--- src/rtl/messbauer_pkg.sv ---
// messbauer_pkg: shared state encoding, default sizing and channel timing constants for the Mossbauer acquisition chain
package messbauer_pkg;
  typedef enum logic [1:0] {IDLE, ACCUMULATE, WAIT_START} state_t;
  typedef enum logic {CHANNEL_AFTER_MEASUREMENT, CHANNEL_BEFORE_MEASUREMENT} channel_type_t;
  localparam int DEF_CHANNELS_NUMBER = 4096;
  localparam int DEF_INDEX_WIDTH = 12;
  localparam int DEF_COUNTER_WIDTH = 16;
  localparam int SWEEP_WIDTH = 16;
  localparam channel_type_t CHANNEL_TYPE = CHANNEL_AFTER_MEASUREMENT;
endpackage

--- src/rtl/messbauer_channel_accumulator_if.sv ---
// messbauer_channel_accumulator_if: valid/ready stream carrying closed-channel (index, count) records
interface messbauer_channel_accumulator_if #(
  parameter int INDEX_WIDTH = 12,
  parameter int COUNTER_WIDTH = 16
);
  logic out_valid;
  logic out_ready;
  logic [INDEX_WIDTH-1:0] out_index;
  logic [COUNTER_WIDTH-1:0] out_count;
  modport master (output out_valid, out_index, out_count, input out_ready);
  modport slave (input out_valid, out_index, out_count, output out_ready);
endinterface

--- src/rtl/messbauer_pulse_edge_detector.sv ---
// messbauer_pulse_edge_detector: one-cycle rising-edge event so a pulse of any length counts once
module messbauer_pulse_edge_detector (
  input  logic aclk,
  input  logic areset_n,
  input  logic d,
  output logic rise
);
  logic prev;
  always_ff @(posedge aclk or negedge areset_n)
    if (!areset_n) prev <= 1'b0;
    else prev <= d;
  assign rise = d & ~prev;
endmodule

--- src/rtl/messbauer_channel_accumulator.sv ---
// messbauer_channel_accumulator: counts gamma events per velocity channel and streams (index, count) on channel close.
// Define MESSBAUER_GAMMA_SYNC_EN to pass gamma through a 2-flop synchronizer for asynchronous detectors.
module messbauer_channel_accumulator
  import messbauer_pkg::*;
#(
  parameter int CHANNELS_NUMBER = DEF_CHANNELS_NUMBER,
  parameter int INDEX_WIDTH = DEF_INDEX_WIDTH,
  parameter int COUNTER_WIDTH = DEF_COUNTER_WIDTH
) (
  input  logic aclk,
  input  logic areset_n,
  input  logic start,
  input  logic channel,
  input  logic gamma,
  messbauer_channel_accumulator_if.master rec,
  output logic overrun,
  output logic extra_channel,
  output logic [SWEEP_WIDTH-1:0] sweep_number
);
  state_t state, state_d;
  logic [INDEX_WIDTH-1:0] index;
  logic [COUNTER_WIDTH-1:0] counter, counter_inc;
  logic gamma_s, start_ev, channel_ev, gamma_ev, close, last;
`ifdef MESSBAUER_GAMMA_SYNC_EN
  logic [1:0] gamma_sync;
  always_ff @(posedge aclk or negedge areset_n)
    if (!areset_n) gamma_sync <= 2'b00;
    else gamma_sync <= {gamma_sync[0], gamma};
  assign gamma_s = gamma_sync[1];
`else
  assign gamma_s = gamma;
`endif
  messbauer_pulse_edge_detector u_start (.aclk(aclk), .areset_n(areset_n), .d(start), .rise(start_ev));
  messbauer_pulse_edge_detector u_channel (.aclk(aclk), .areset_n(areset_n), .d(channel), .rise(channel_ev));
  messbauer_pulse_edge_detector u_gamma (.aclk(aclk), .areset_n(areset_n), .d(gamma_s), .rise(gamma_ev));
  assign counter_inc = &counter ? counter : counter + 1'b1;
  assign close = (state == ACCUMULATE) && channel_ev;
  assign last = index == INDEX_WIDTH'(CHANNELS_NUMBER - 1);
  // close is evaluated before restart, so start+channel in one cycle still emits the record
  always_comb begin
    state_d = state;
    if (start_ev) state_d = ACCUMULATE;
    else if (close && last) state_d = WAIT_START;
  end
  always_ff @(posedge aclk or negedge areset_n)
    if (!areset_n) state <= IDLE;
    else state <= state_d;
  always_ff @(posedge aclk or negedge areset_n)
    if (!areset_n) begin
      index <= '0;
      counter <= '0;
      sweep_number <= '0;
      extra_channel <= 1'b0;
    end else begin
      counter <= (start_ev || close) ? '0 : (state == ACCUMULATE && gamma_ev) ? counter_inc : counter;
      index <= start_ev ? '0 : (close && !last) ? index + 1'b1 : index;
      if (close && last) sweep_number <= sweep_number + 1'b1;
      if (state == WAIT_START && channel_ev) extra_channel <= 1'b1;
    end
  always_ff @(posedge aclk or negedge areset_n)
    if (!areset_n) begin
      rec.out_valid <= 1'b0;
      rec.out_index <= '0;
      rec.out_count <= '0;
      overrun <= 1'b0;
    end else if (close && (!rec.out_valid || rec.out_ready)) begin
      rec.out_valid <= 1'b1;
      rec.out_index <= index;
      rec.out_count <= gamma_ev ? counter_inc : counter;
    end else begin
      if (close) overrun <= 1'b1;
      if (rec.out_valid && rec.out_ready) rec.out_valid <= 1'b0;
    end
endmodule

--- src/flat_wrapper.sv ---
// flat-port wrapper written by rule: the top's interface ports become plain ports
module messbauer_channel_accumulator_flat import messbauer_pkg::*;
#(
  parameter int CHANNELS_NUMBER = DEF_CHANNELS_NUMBER,
  parameter int INDEX_WIDTH = DEF_INDEX_WIDTH,
  parameter int COUNTER_WIDTH = DEF_COUNTER_WIDTH
)
  (aclk, areset_n, start, channel, gamma, overrun, extra_channel, sweep_number, rec_out_valid, rec_out_index, rec_out_count, rec_out_ready);
  messbauer_channel_accumulator_if #(.INDEX_WIDTH(INDEX_WIDTH), .COUNTER_WIDTH(COUNTER_WIDTH)) rec_i ();
  input  logic aclk;
  input  logic areset_n;
  input  logic start;
  input  logic channel;
  input  logic gamma;
  output logic overrun;
  output logic extra_channel;
  output logic [SWEEP_WIDTH-1:0] sweep_number;
  output wire logic [$bits(rec_i.out_valid)-1:0] rec_out_valid;
  output wire logic [$bits(rec_i.out_index)-1:0] rec_out_index;
  output wire logic [$bits(rec_i.out_count)-1:0] rec_out_count;
  input wire logic [$bits(rec_i.out_ready)-1:0] rec_out_ready;
  assign rec_out_valid = rec_i.out_valid;
  assign rec_out_index = rec_i.out_index;
  assign rec_out_count = rec_i.out_count;
  assign rec_i.out_ready = rec_out_ready;
  messbauer_channel_accumulator #(.CHANNELS_NUMBER(CHANNELS_NUMBER), .INDEX_WIDTH(INDEX_WIDTH), .COUNTER_WIDTH(COUNTER_WIDTH)) u_core (.aclk(aclk), .areset_n(areset_n), .start(start), .channel(channel), .gamma(gamma), .rec(rec_i), .overrun(overrun), .extra_channel(extra_channel), .sweep_number(sweep_number));
endmodule
--- config.mk ---
export PLATFORM = sky130hd
export DESIGN_NAME = messbauer_channel_accumulator_flat
export DESIGN_NICKNAME = d
export VERILOG_FILES = /design/src/rtl/messbauer_pkg.sv /design/src/rtl/messbauer_channel_accumulator_if.sv /design/src/rtl/messbauer_pulse_edge_detector.sv /design/src/rtl/messbauer_channel_accumulator.sv /design/src/flat_wrapper.sv
export SDC_FILE = /design/constraint.sdc
export NUM_CORES = 1
export LEC_CHECK = 0
export CAP_MARGIN = 20
export CORE_MARGIN = 5
export CORE_UTILIZATION = 61
export CTS_BUF_LIST = sky130_fd_sc_hd__clkbuf_4 sky130_fd_sc_hd__clkbuf_8
export CTS_CLUSTER_DIAMETER = 100
export DETAILED_ROUTE_END_ITERATION = 16
export PLACE_DENSITY = 0.9
export SYNTH_ARGS = -nofsm -noshare
export SYNTH_HDL_FRONTEND = slang
export SYNTH_SLANG_ARGS = --single-unit
export TNS_END_PERCENT = 1
--- constraint.sdc ---
create_clock -name aclk -period 4.2 [get_ports aclk]
set_input_delay 0.63 -clock aclk [delete_from_list [all_inputs] [get_ports aclk]]
set_output_delay 0.63 -clock aclk [all_outputs]
set_load 0.02 [all_outputs]
==> metrics.md, run 1 <==
| Metric | Value |
|---|---|
| Status | `completed` |
| Max Clock Freq | `0.411 GHz` |
| Synth Cell Area | `4000 sq um` |
| Port bufs | `52` |
| Post-DP HPWL | `6570 um` |
| Fin crit share | `57.9%` |
| Area of the multi-input gates | `1890 sq um` |
| FF+latch area | `2000 sq um` |
| Clock sinks | `80` |
| Synth top area share | `50.0%` |
| Crit path launch type | `input pin` |
| All-Layer GR Usage | `23.9%` |
| Peak per-stage delay on the critical path | `570 ps` |
| Synthesized flop and latch total | `80` |
| Crit-path leading delay family | `simple AND/OR/NAND/NOR gates` |
| Post-synthesis area per instance | `9.66 sq um` |
| Root buf cell | `clkbuf_8` |
| # fillers | `433` |
| Synth area leader | `dfrtp_1` |
| Vias in the first global route | `3216` |
| Final setup vio count | `0` |
| Core area | `6350 sq um` |
| Min-delay worst type | `in2async` |
| GP Congestion | `0.886` |
| Die ar. | `8280 sq um` |
| Worst Setup SP | `channel` |
| Switch Pwr | `0.415 mW` |
| Final hold slack | `203 ps` |
| Net count, final | `472` |
| Post-layout instance area | `4790 sq um` |
| RSZ-0062 raised after global routing | `no` |
| Num rows | `29` |
| Resized Gates After CTS | `0` |
| Die width | `91.0 um` |
| Placed instance area | `4540 sq um` |
| Commonest non-fill, non-tap cell in the layout | `dfrtp_1` |
| Crit path max fanout | `28` |
| Total grt overflow | `0` |
| Sequential area share after synthesis | `50.0%` |
| P&R area growth vs syn | `19.7%` |
| Crit-path cells | `clkdlybuf4s50_1 > and4bb_2 > nand2_1 > or3_1 > nand3_1` |
| Worst-path clk slew | `100 ps` |
| Critical path buffer and inverter count | `1` |
| Final Skew | `13.5 ps` |
| Final TNS setup | `0 ps` |
| Iteration-0 DRC Markers | `332` |
| Proportion of layout cells with a drive suffix above 1 | `7.48%` |
| I/O Pins | `53` |
| Clk network pwr share | `37.1%` |
| Ranking of synthesized cells by area | `dfrtp_1 50%, nand2_1 5.5%, xnor2_1 3.3%, nand3_1 2.9%, a31oi_1 2.8%` |
| Internal power | `1.15 mW` |
| Comb power frac | `10.4%` |
| Synth warnings | `0` |
| Slew @ Worst Pin | `928 ps` |
| CTS tree | `built` |
| Final max-slew violation count | `0` |
| Worst slack, placed | `1230 ps` |
| Tot Pwr | `1.56 mW` |
| Fin crit period | `2430 ps` |
| CTS Hold Bufs | `0` |
| LEAKAGE | `1.97 nW` |
| Slowest CP cell | `clkdlybuf4s50_1` |
| Async SR Flop Fraction | `100%` |
| Most frequent cells in the layout | `80 x dfrtp_1, 59 x nand2_1, 51 x clkdlybuf4s50_1` |
| Antenna violations before repair | `0` |
| Power per standard cell area | `326 nW/um^2` |
| CP required | `4490 ps` |
| Synth Instances | `414` |
| Max capacitance violation total | `0` |
| Router iterations before antenna repair | `5` |
| CP Capture Type | `register` |
| Clk buf depth | `2` |
| Syn_nets | `423` |
| Flop pwr share | `52.5%` |
| Clock latency at the later pin of the worst-skew pair | `360 ps` |
| Worst EP arrival | `2730 ps` |
| Max VDD drop | `0.000257 V` |
| Post-route ant nets | `0` |
| Final setup margin | `1770 ps` |
| Worst r2r src | `u_core.index[0]` |
| Post-DR wirelength/cell | `17.8 um` |
| Largest net degree at the start of global routing | `81` |
| Final hold violation count | `0` |
| CP Class | `in2reg` |
| Post-synth top flop | `dfrtp_1` |
| Normalized max-slew margin | `38.0%` |
| Via count | `3548` |
| Netlist cell types | `52` |
| N_diodes | `0` |
| Switching Share | `26.5%` |
| DR vias/cell | `6.51` |
| Global-route wire length before repair | `16300 um` |
| Htree depth | `3` |
| Initial Util | `63.0%` |
| Post-synth EDFFs | `0` |
| WL final | `9720 um` |
| Die height | `91.0 um` |
| Drt drc | `0` |
| CTS Buf Count | `9` |
| Post-CTS Setup Bufs | `0` |
-- cells in the mapped netlist (all sizes together) (2+ instances only) --
cell	instances
clkbuf	7
nand2b	4
o21ai	19
xnor2	15
xor2	3
nor2b	5
o31ai	12
and4	6
nand3	23
nand2	59
nor2	30
and2	2
inv	5
o211ai	3
nor3	16
a311oi	3
a31oi	18
nand4	16
nor4	5
ha	3
dfrtp	80
or3	14
and3	9
a211oi	4
or4	5
buf	12
a21oi	18
-- area by class of cell --
cell class,count,share of cell area (%)
inverter,5,0.392
multi-input combinational,310,39.4
sequential,80,41.8
tap,77,2.01
timing repair buffer,57,12.1
clock inverter,7,1.67
clock buffer,9,2.59
-- metrics by stage --
stage | std cells | utilization (%)
floorplan | 414 | -
global placement | 527 | 71.6
detailed placement | 527 | 71.6
CTS | 543 | 74.8
global route | 545 | 75.4
finish | 545 | 75.4
-- power by group through the flow --
| stage | registers [mW] | clock network, mW | logic (mW) |
|---|---|---|---|
| floorplan | 0.858 | 0 | 0.0566 |
| global placement | 0.834 | 0 | 0.154 |
| finish | 0.821 | 0.579 | 0.162 |
| detailed placement | 0.835 | 0 | 0.159 |
| CTS | 0.820 | 0.584 | 0.160 |
| global route | 0.825 | 0.620 | 0.176 |
-- state kept, by name, summed over array words and instances, names as in the netlist --
name                   count
u_core.u_channel.prev      1
u_core.counter            16
u_core.sweep_number       16
u_core.u_gamma.prev        1
u_core.rec.out_valid       1
u_core.extra_channel       1
u_core.overrun             1
u_core.u_start.prev        1
u_core.rec.out_index      12
u_core.state               2
u_core.rec.out_count      16
u_core.index              12
-- final timing paths --
kind / end / slack [ps] / cells after the start
setup / recovery: u_core.rec.out_count[7] / 1770 / 5
hold / removal: u_core.sweep_number[8] / 200 / 1
setup reg to reg: u_core.sweep_number[5] / 1780 / 5
hold reg to reg: u_core.rec.out_index[1] / 480 / 2
max in group asynchronous: u_core.rec.out_index[7] / 3420 / 2
min in group aclk: u_core.rec.out_index[1] / 480 / 2
-- routing by layer --
metal  up-vias  track usage [%]  wire [um]
li1       1631                -          -
met1      1709             34.3       4320
met2       185             36.7       4510
met3        23             4.96        697
met4         0             7.70        194
met5         -                0          0
-- logic make-up (layout without fill, tap and decap cells) --
family,Yosys count,after routing,share of synthesized area (%)
AND/OR/NAND/NOR,200,200,27.9
AO/OA/AOI/OAI,87,87,13.8
flip-flops,80,80,50.0
buffers and inverters,24,78,2.85
XOR/XNOR,18,18,3.94
adder cells (fa/ha/maj),3,3,0.938
multiplexers,2,2,0.532
Note: power is estimated with default switching activity, not from simulation.
==> run 2, diff against run 1 <==
--- a/config.mk
+++ b/config.mk
@@ -7,11 +7,11 @@
 export LEC_CHECK = 0
 export CAP_MARGIN = 20
 export CORE_MARGIN = 5
-export CORE_UTILIZATION = 61
+export CORE_UTILIZATION = 57
 export CTS_BUF_LIST = sky130_fd_sc_hd__clkbuf_4 sky130_fd_sc_hd__clkbuf_8
 export CTS_CLUSTER_DIAMETER = 100
 export DETAILED_ROUTE_END_ITERATION = 16
-export PLACE_DENSITY = 0.9
+export PLACE_DENSITY = 0.85
 export SYNTH_ARGS = -nofsm -noshare
 export SYNTH_HDL_FRONTEND = slang
 export SYNTH_SLANG_ARGS = --single-unit
==> constraint.sdc (replaced) <==
create_clock -name aclk -period 2.24 [get_ports aclk]
set_input_delay 0.336 -clock aclk [delete_from_list [all_inputs] [get_ports aclk]]
set_output_delay 0.336 -clock aclk [all_outputs]
set_load 0.02 [all_outputs]
==> metrics.md, run 2 (same netlist as run 1, synthesis figures left out) <==
| Metric | Value |
|---|---|
| Status | `completed` |
| Htree depth | `3 (unchanged)` |
| Num rows | `30 (+3.4%)` |
| CP Capture Type | `register` |
| Die ar. | `8790 sq um (+6.2%)` |
| Crit-path cells | `ha_1 > and3_1 > nand2_1 > nor4b_1 > buf_4 > o31ai_1` |
| Total grt overflow | `0 (unchanged)` |
| Drt drc | `0 (unchanged)` |
| Router iterations before antenna repair | `5 (unchanged)` |
| P&R area growth vs syn | `24.1%` |
| Via count | `3513 (-0.99%)` |
| Iteration-0 DRC Markers | `375 (+13%)` |
| Slew @ Worst Pin | `620 ps (-308 ps)` |
| Resized Gates After CTS | `0 (unchanged)` |
| Power per standard cell area | `608 nW/um^2 (+86%)` |
| Biggest regs | `u_core.counter: 16 flops, u_core.rec.out_count: 16 flops, u_core.sweep_number: 16 flops` |
| Most frequent cells in the layout | `80 x dfrtp_1, 59 x nand2_1, 51 x clkdlybuf4s50_1` |
| Max Clock Freq | `0.488 GHz` |
| Final Skew | `12.1 ps (-1.35 ps)` |
| Vias in the first global route | `3223 (+0.22%)` |
| Post-layout instance area | `4960 sq um (+3.7%)` |
| Clk buf depth | `2 (unchanged)` |
| Die height | `93.8 um (+3.1%)` |
| Peak per-stage delay on the critical path | `440 ps (-130 ps)` |
| Final setup vio count | `0 (unchanged)` |
| Max VDD drop | `0.000380 V (+48%)` |
| Worst EP arrival | `2270 ps (-460 ps)` |
| Port bufs | `52 (unchanged)` |
| CP Class | `reg2reg` |
| Post-CTS Setup Bufs | `0 (unchanged)` |
| GP Congestion | `0.953 (+7.6%)` |
| All-Layer GR Usage | `22.8% (-1.2 points)` |
| Fin crit period | `2050 ps` |
| Final max-slew violation count | `0 (unchanged)` |
| Initial Util | `58.9% (-4.1 points)` |
| Root buf cell | `clkbuf_8` |
| WL final | `9540 um (-1.9%)` |
| N_diodes | `0 (unchanged)` |
| Commonest non-fill, non-tap cell in the layout | `dfrtp_1` |
| Final core occ | `73.0% (-2.4 points)` |
| Worst-path clk slew | `80 ps (-20 ps)` |
| I/O Pins | `53 (unchanged)` |
| Fin crit share | `91.5%` |
| Slowest CP cell | `dfrtp_1` |
| Proportion of layout cells with a drive suffix above 1 | `10.3% (+2.8 points)` |
| Crit-path leading delay family | `simple AND/OR/NAND/NOR gates` |
| LEAKAGE | `2.07 nW (+4.6%)` |
| Clock sinks | `80 (unchanged)` |
| Normalized max-slew margin | `58.5% (+20 points)` |
| Max capacitance violation total | `0 (unchanged)` |
| Post-DP HPWL | `6800 um (+3.6%)` |
| Largest net degree at the start of global routing | `35 (-57%)` |
| # fillers | `498 (+15%)` |
| Global-route wire length before repair | `16000 um (-2.1%)` |
| Crit path launch type | `register` |
| Final TNS setup | `0 ps (unchanged)` |
| Critical path buffer and inverter count | `1 (unchanged)` |
| Placed instance area | `4730 sq um (+4.2%)` |
| Crit path max fanout | `7 (-75%)` |
| RSZ-0062 raised after global routing | `no` |
| Final hold violation count | `0 (unchanged)` |
| CP required | `2460 ps (-2030 ps)` |
| Antenna violations before repair | `0 (unchanged)` |
| CTS tree | `built` |
| Net count, final | `490 (+3.8%)` |
| CTS Buf Count | `9 (unchanged)` |
| Tot Pwr | `3.02 mW (+93%)` |
| Post-route ant nets | `0 (unchanged)` |
| Post-DR wirelength/cell | `16.4 um (-8.0%)` |
| DR vias/cell | `6.05 (-7.1%)` |
| Core area | `6790 sq um (+7.0%)` |
| Die width | `93.8 um (+3.1%)` |
| Min-delay worst type | `in2async` |
| Clock latency at the later pin of the worst-skew pair | `340 ps (-20 ps)` |
-- run 2: worst paths after layout --
| check | endpoint | start | slack [ps] | cells after the start |
|---|---|---|---|---|
| min | u_core.counter[1] | areset_n | 460 | 2 |
| max in group asynchronous | u_core.rec.out_count[14] | areset_n | 1200 | 3 |
| min in group aclk | u_core.rec.out_index[3] | u_core.rec.out_index[3] | 470 | 2 |
| max reg2reg | u_core.rec.out_count[14] | u_core.counter[0] | 190 | 6 |
| max | u_core.rec.out_count[14] | u_core.counter[0] | 190 | 6 |
| min reg2reg | u_core.rec.out_index[3] | u_core.rec.out_index[3] | 470 | 2 |
-- run 2: repair_timing --
action / CTS / global route
hold buffers: 1 / 0
setup endpoints to repair: 0 / 0
endpoints found under the hold margin: 29 / 0
-- run 2: power by group --
group          switching [mW]  internal, mW  total (mW)
Clock                   0.507         0.652        1.16
Combinational           0.181         0.139       0.320
Sequential             0.0393          1.50        1.54
-- run 2: area by class of cell --
class | instances | area (sq um) | area share (%)
repair buffers | 75 | 718 | 14.5
inverters | 5 | 18.8 | 0.378
flip-flops and latches | 80 | 2000 | 40.3
multi-input cells | 310 | 1880 | 38.0
clock buffers | 10 | 138 | 2.77
clock inverters | 5 | 81.3 | 1.64
well taps | 96 | 120 | 2.42
-- run 2: metrics by stage --
step                      worst slack (ps)  std cells  hold slack, ps
after floorplan                        502        414            40.4
final                                  191        581             459
after detailed placement             -16.7        565             291
after global routing                  88.3        581             488
after global placement                 125        565             291
after CTS                              243        581             465
-- run 2: worst register-to-register path: stages, from the launching register on --
cell and delay, ps:
dfrtp_1 440, ha_1 270, and3_1 340, nand2_1 230, nor4b_1 420, buf_4 180
o31ai_1 50
-- run 2: metal layers --
metal,vias up,global-route usage [%],wire length [um],share of wire (%)
met5,-,0,0,0
met4,0,7.10,116,1.2
met3,8,3.21,661,6.9
met2,159,33.6,4270,45
met1,1686,34.6,4500,47
li1,1660,-,-,-
==> run 3, diff against run 2 <==
--- a/config.mk
+++ b/config.mk
@@ -6,12 +6,15 @@
 export NUM_CORES = 1
 export LEC_CHECK = 0
 export CAP_MARGIN = 20
+export CELL_PAD_IN_SITES_DETAIL_PLACEMENT = 1
+export CELL_PAD_IN_SITES_GLOBAL_PLACEMENT = 1
 export CORE_MARGIN = 5
-export CORE_UTILIZATION = 57
+export CORE_UTILIZATION = 44
 export CTS_BUF_LIST = sky130_fd_sc_hd__clkbuf_4 sky130_fd_sc_hd__clkbuf_8
 export CTS_CLUSTER_DIAMETER = 100
 export DETAILED_ROUTE_END_ITERATION = 16
 export PLACE_DENSITY = 0.85
+export REMOVE_ABC_BUFFERS = 1
 export SYNTH_ARGS = -nofsm -noshare
 export SYNTH_HDL_FRONTEND = slang
 export SYNTH_SLANG_ARGS = --single-unit
==> metrics.md, run 3 (same netlist as run 1, synthesis figures left out) <==
| Metric | Value |
|---|---|
| Status | `completed` |
| Final core occ | `56.4% (-17 points)` |
| Min-delay worst type | `in2async` |
| Biggest regs | `u_core.counter: 16 flops, u_core.rec.out_count: 16 flops, u_core.sweep_number: 16 flops` |
| Peak per-stage delay on the critical path | `490 ps (+50 ps)` |
| Final setup margin | `235 ps (+43.6 ps)` |
| Critical path buffer and inverter count | `1 (unchanged)` |
| N_diodes | `0 (unchanged)` |
| Max Clock Freq | `0.499 GHz (+2.2%)` |
| Post-CTS Setup Bufs | `0 (unchanged)` |
| CP Capture Type | `register` |
| Vias in the first global route | `3859 (+20%)` |
| Slowest CP cell | `dfrtp_1` |
| Post-route ant nets | `0 (unchanged)` |
| Net count, final | `489 (-0.20%)` |
| Worst-path clk slew | `90 ps (about the same)` |
| Max capacitance violation total | `0 (unchanged)` |
| Proportion of layout cells with a drive suffix above 1 | `10.5% (+0.21 points)` |
| Fin crit share | `89.5% (-1.9 points)` |
| Drt drc | `0 (unchanged)` |
| Die ar. | `11100 sq um (+26%)` |
| CTS Buf Count | `9 (unchanged)` |
| Largest net degree at the start of global routing | `51 (+46%)` |
| DR vias/cell | `6.02 (-0.43%)` |
| Final Skew | `18.2 ps (+6.03 ps)` |
| Post-DP HPWL | `8050 um (+18%)` |
| Router iterations before antenna repair | `4 (-1)` |
| P&R area growth vs syn | `24.1% (about the same)` |
| Final setup vio count | `0 (unchanged)` |
| Core area | `8810 sq um (+30%)` |
| Crit-path cells | `ha_1 > nand3_1 > buf_4 > nor3_1 > nor3b_1 > o31ai_1` |
| Crit path launch type | `register` |
| Slew @ Worst Pin | `696 ps (+76.3 ps)` |
| Fin crit period | `2010 ps (-43.6 ps)` |
| Tot Pwr | `3.01 mW (-0.21%)` |
| Max VDD drop | `0.000348 V (-8.5%)` |
| Most frequent cells in the layout | `80 x dfrtp_1, 59 x nand2_1, 51 x clkdlybuf4s50_1` |
| Final hold violation count | `0 (unchanged)` |
| Crit-path leading delay family | `simple AND/OR/NAND/NOR gates` |
| CP Class | `reg2reg` |
| Root buf cell | `clkbuf_8` |
| CP required | `2510 ps (+50 ps)` |
| Initial Util | `45.4% (-13 points)` |
| LEAKAGE | `2.06 nW (-0.48%)` |
| Iteration-0 DRC Markers | `190 (-49%)` |
| Num rows | `34 (+13%)` |
| Commonest non-fill, non-tap cell in the layout | `dfrtp_1` |
| CTS Hold Bufs | `1 (unchanged)` |
| Clock latency at the later pin of the worst-skew pair | `370 ps (+30 ps)` |
| All-Layer GR Usage | `21.7% (-1.1 points)` |
| Global-route wire length before repair | `19600 um (+23%)` |
| Post-Layout Cell Count | `593 (+2.1%)` |
| Die width | `105 um (+12%)` |
| Port bufs | `52 (unchanged)` |
| I/O Pins | `53 (unchanged)` |
| Worst slack, placed | `-52.0 ps (-35.3 ps)` |
| Power per standard cell area | `606 nW/um^2 (-0.24%)` |
| Total grt overflow | `0 (unchanged)` |
| Number of instances in the placed design | `576 (+1.9%)` |
| Die height | `105 um (+12%)` |
| Via count | `3570 (+1.6%)` |
| Final hold slack | `453 ps (-6.32 ps)` |
| Post-DR wirelength/cell | `19.5 um (+19%)` |
| Crit path max fanout | `7 (unchanged)` |
| # fillers | `995 (+100%)` |
| Antenna violations before repair | `0 (unchanged)` |
| Clk buf depth | `2 (unchanged)` |
| Final max-slew violation count | `0 (unchanged)` |
| Htree depth | `3 (unchanged)` |
| WL final | `11500 um (+21%)` |
| Resized Gates After CTS | `0 (unchanged)` |
| Normalized max-slew margin | `53.5% (-5.0 points)` |
| RSZ-0062 raised after global routing | `no` |
| Clock sinks | `80 (unchanged)` |
| GP Congestion | `0.932 (-2.2%)` |
| CTS tree | `built` |
| Worst EP arrival | `2280 ps (about the same)` |
## run 3: cell count changes in the layout (fill, tap and decap cells not counted), sizes merged
cell	before	now
clkinv	2	1
inv	5	8
buf	23	22
bufinv	2	1
## run 3: path summary, 6_finish.rpt
path,start,endpoint,slack [ps],cells after the start
worst min-delay path,areset_n,u_core.rec.out_count[3],450,2
min in group aclk,start,u_core.u_start.prev,460,1
worst max register to register,u_core.counter[0],u_core.rec.out_count[9],230,6
worst max-delay path,u_core.counter[0],u_core.rec.out_count[9],230,6
max in group asynchronous,areset_n,u_core.counter[15],1180,3
worst min register to register,u_core.overrun,u_core.overrun,480,1
## run 3: layer usage
metal  GRT usage [%]  share of wire, %  wire [um]  up-vias
li1                -                 -          -     1662
met1            29.3                45       5250     1782
met2            35.2                48       5520      100
met3            3.42               4.5        519       26
met4            8.15               2.2        255        0
met5               0                 0          0        -
## run 3: per-stage QoR
stage / setup TNS [ps] / cell area, sq um
6_report: 0 / 4960
5_1_grt: 0 / 4960
4_1_cts: 0 / 4960
3_5_place_dp: -52.0 / 4740
3_3_place_gp: 0 / 4740
2_1_floorplan: 0 / 3910
## run 3: area by class of cell
cell class	count	area, sq um	area share [%]
Timing Repair Buffer	74	711	14.3
Sequential cell	80	2000	40.3
Inverter	5	18.8	0.378
Multi-Input combinational cell	310	1890	38.0
Tap cell	108	135	2.72
Clock inverter	6	72.6	1.46
Clock buffer	10	138	2.77
## run 3: power breakdown
| group | switching, mW | internal [mW] |
|---|---|---|
| clock | 0.585 | 0.560 |
| sequential | 0.0416 | 1.50 |
| combinational | 0.186 | 0.139 |
| total | 0.813 | 2.20 |
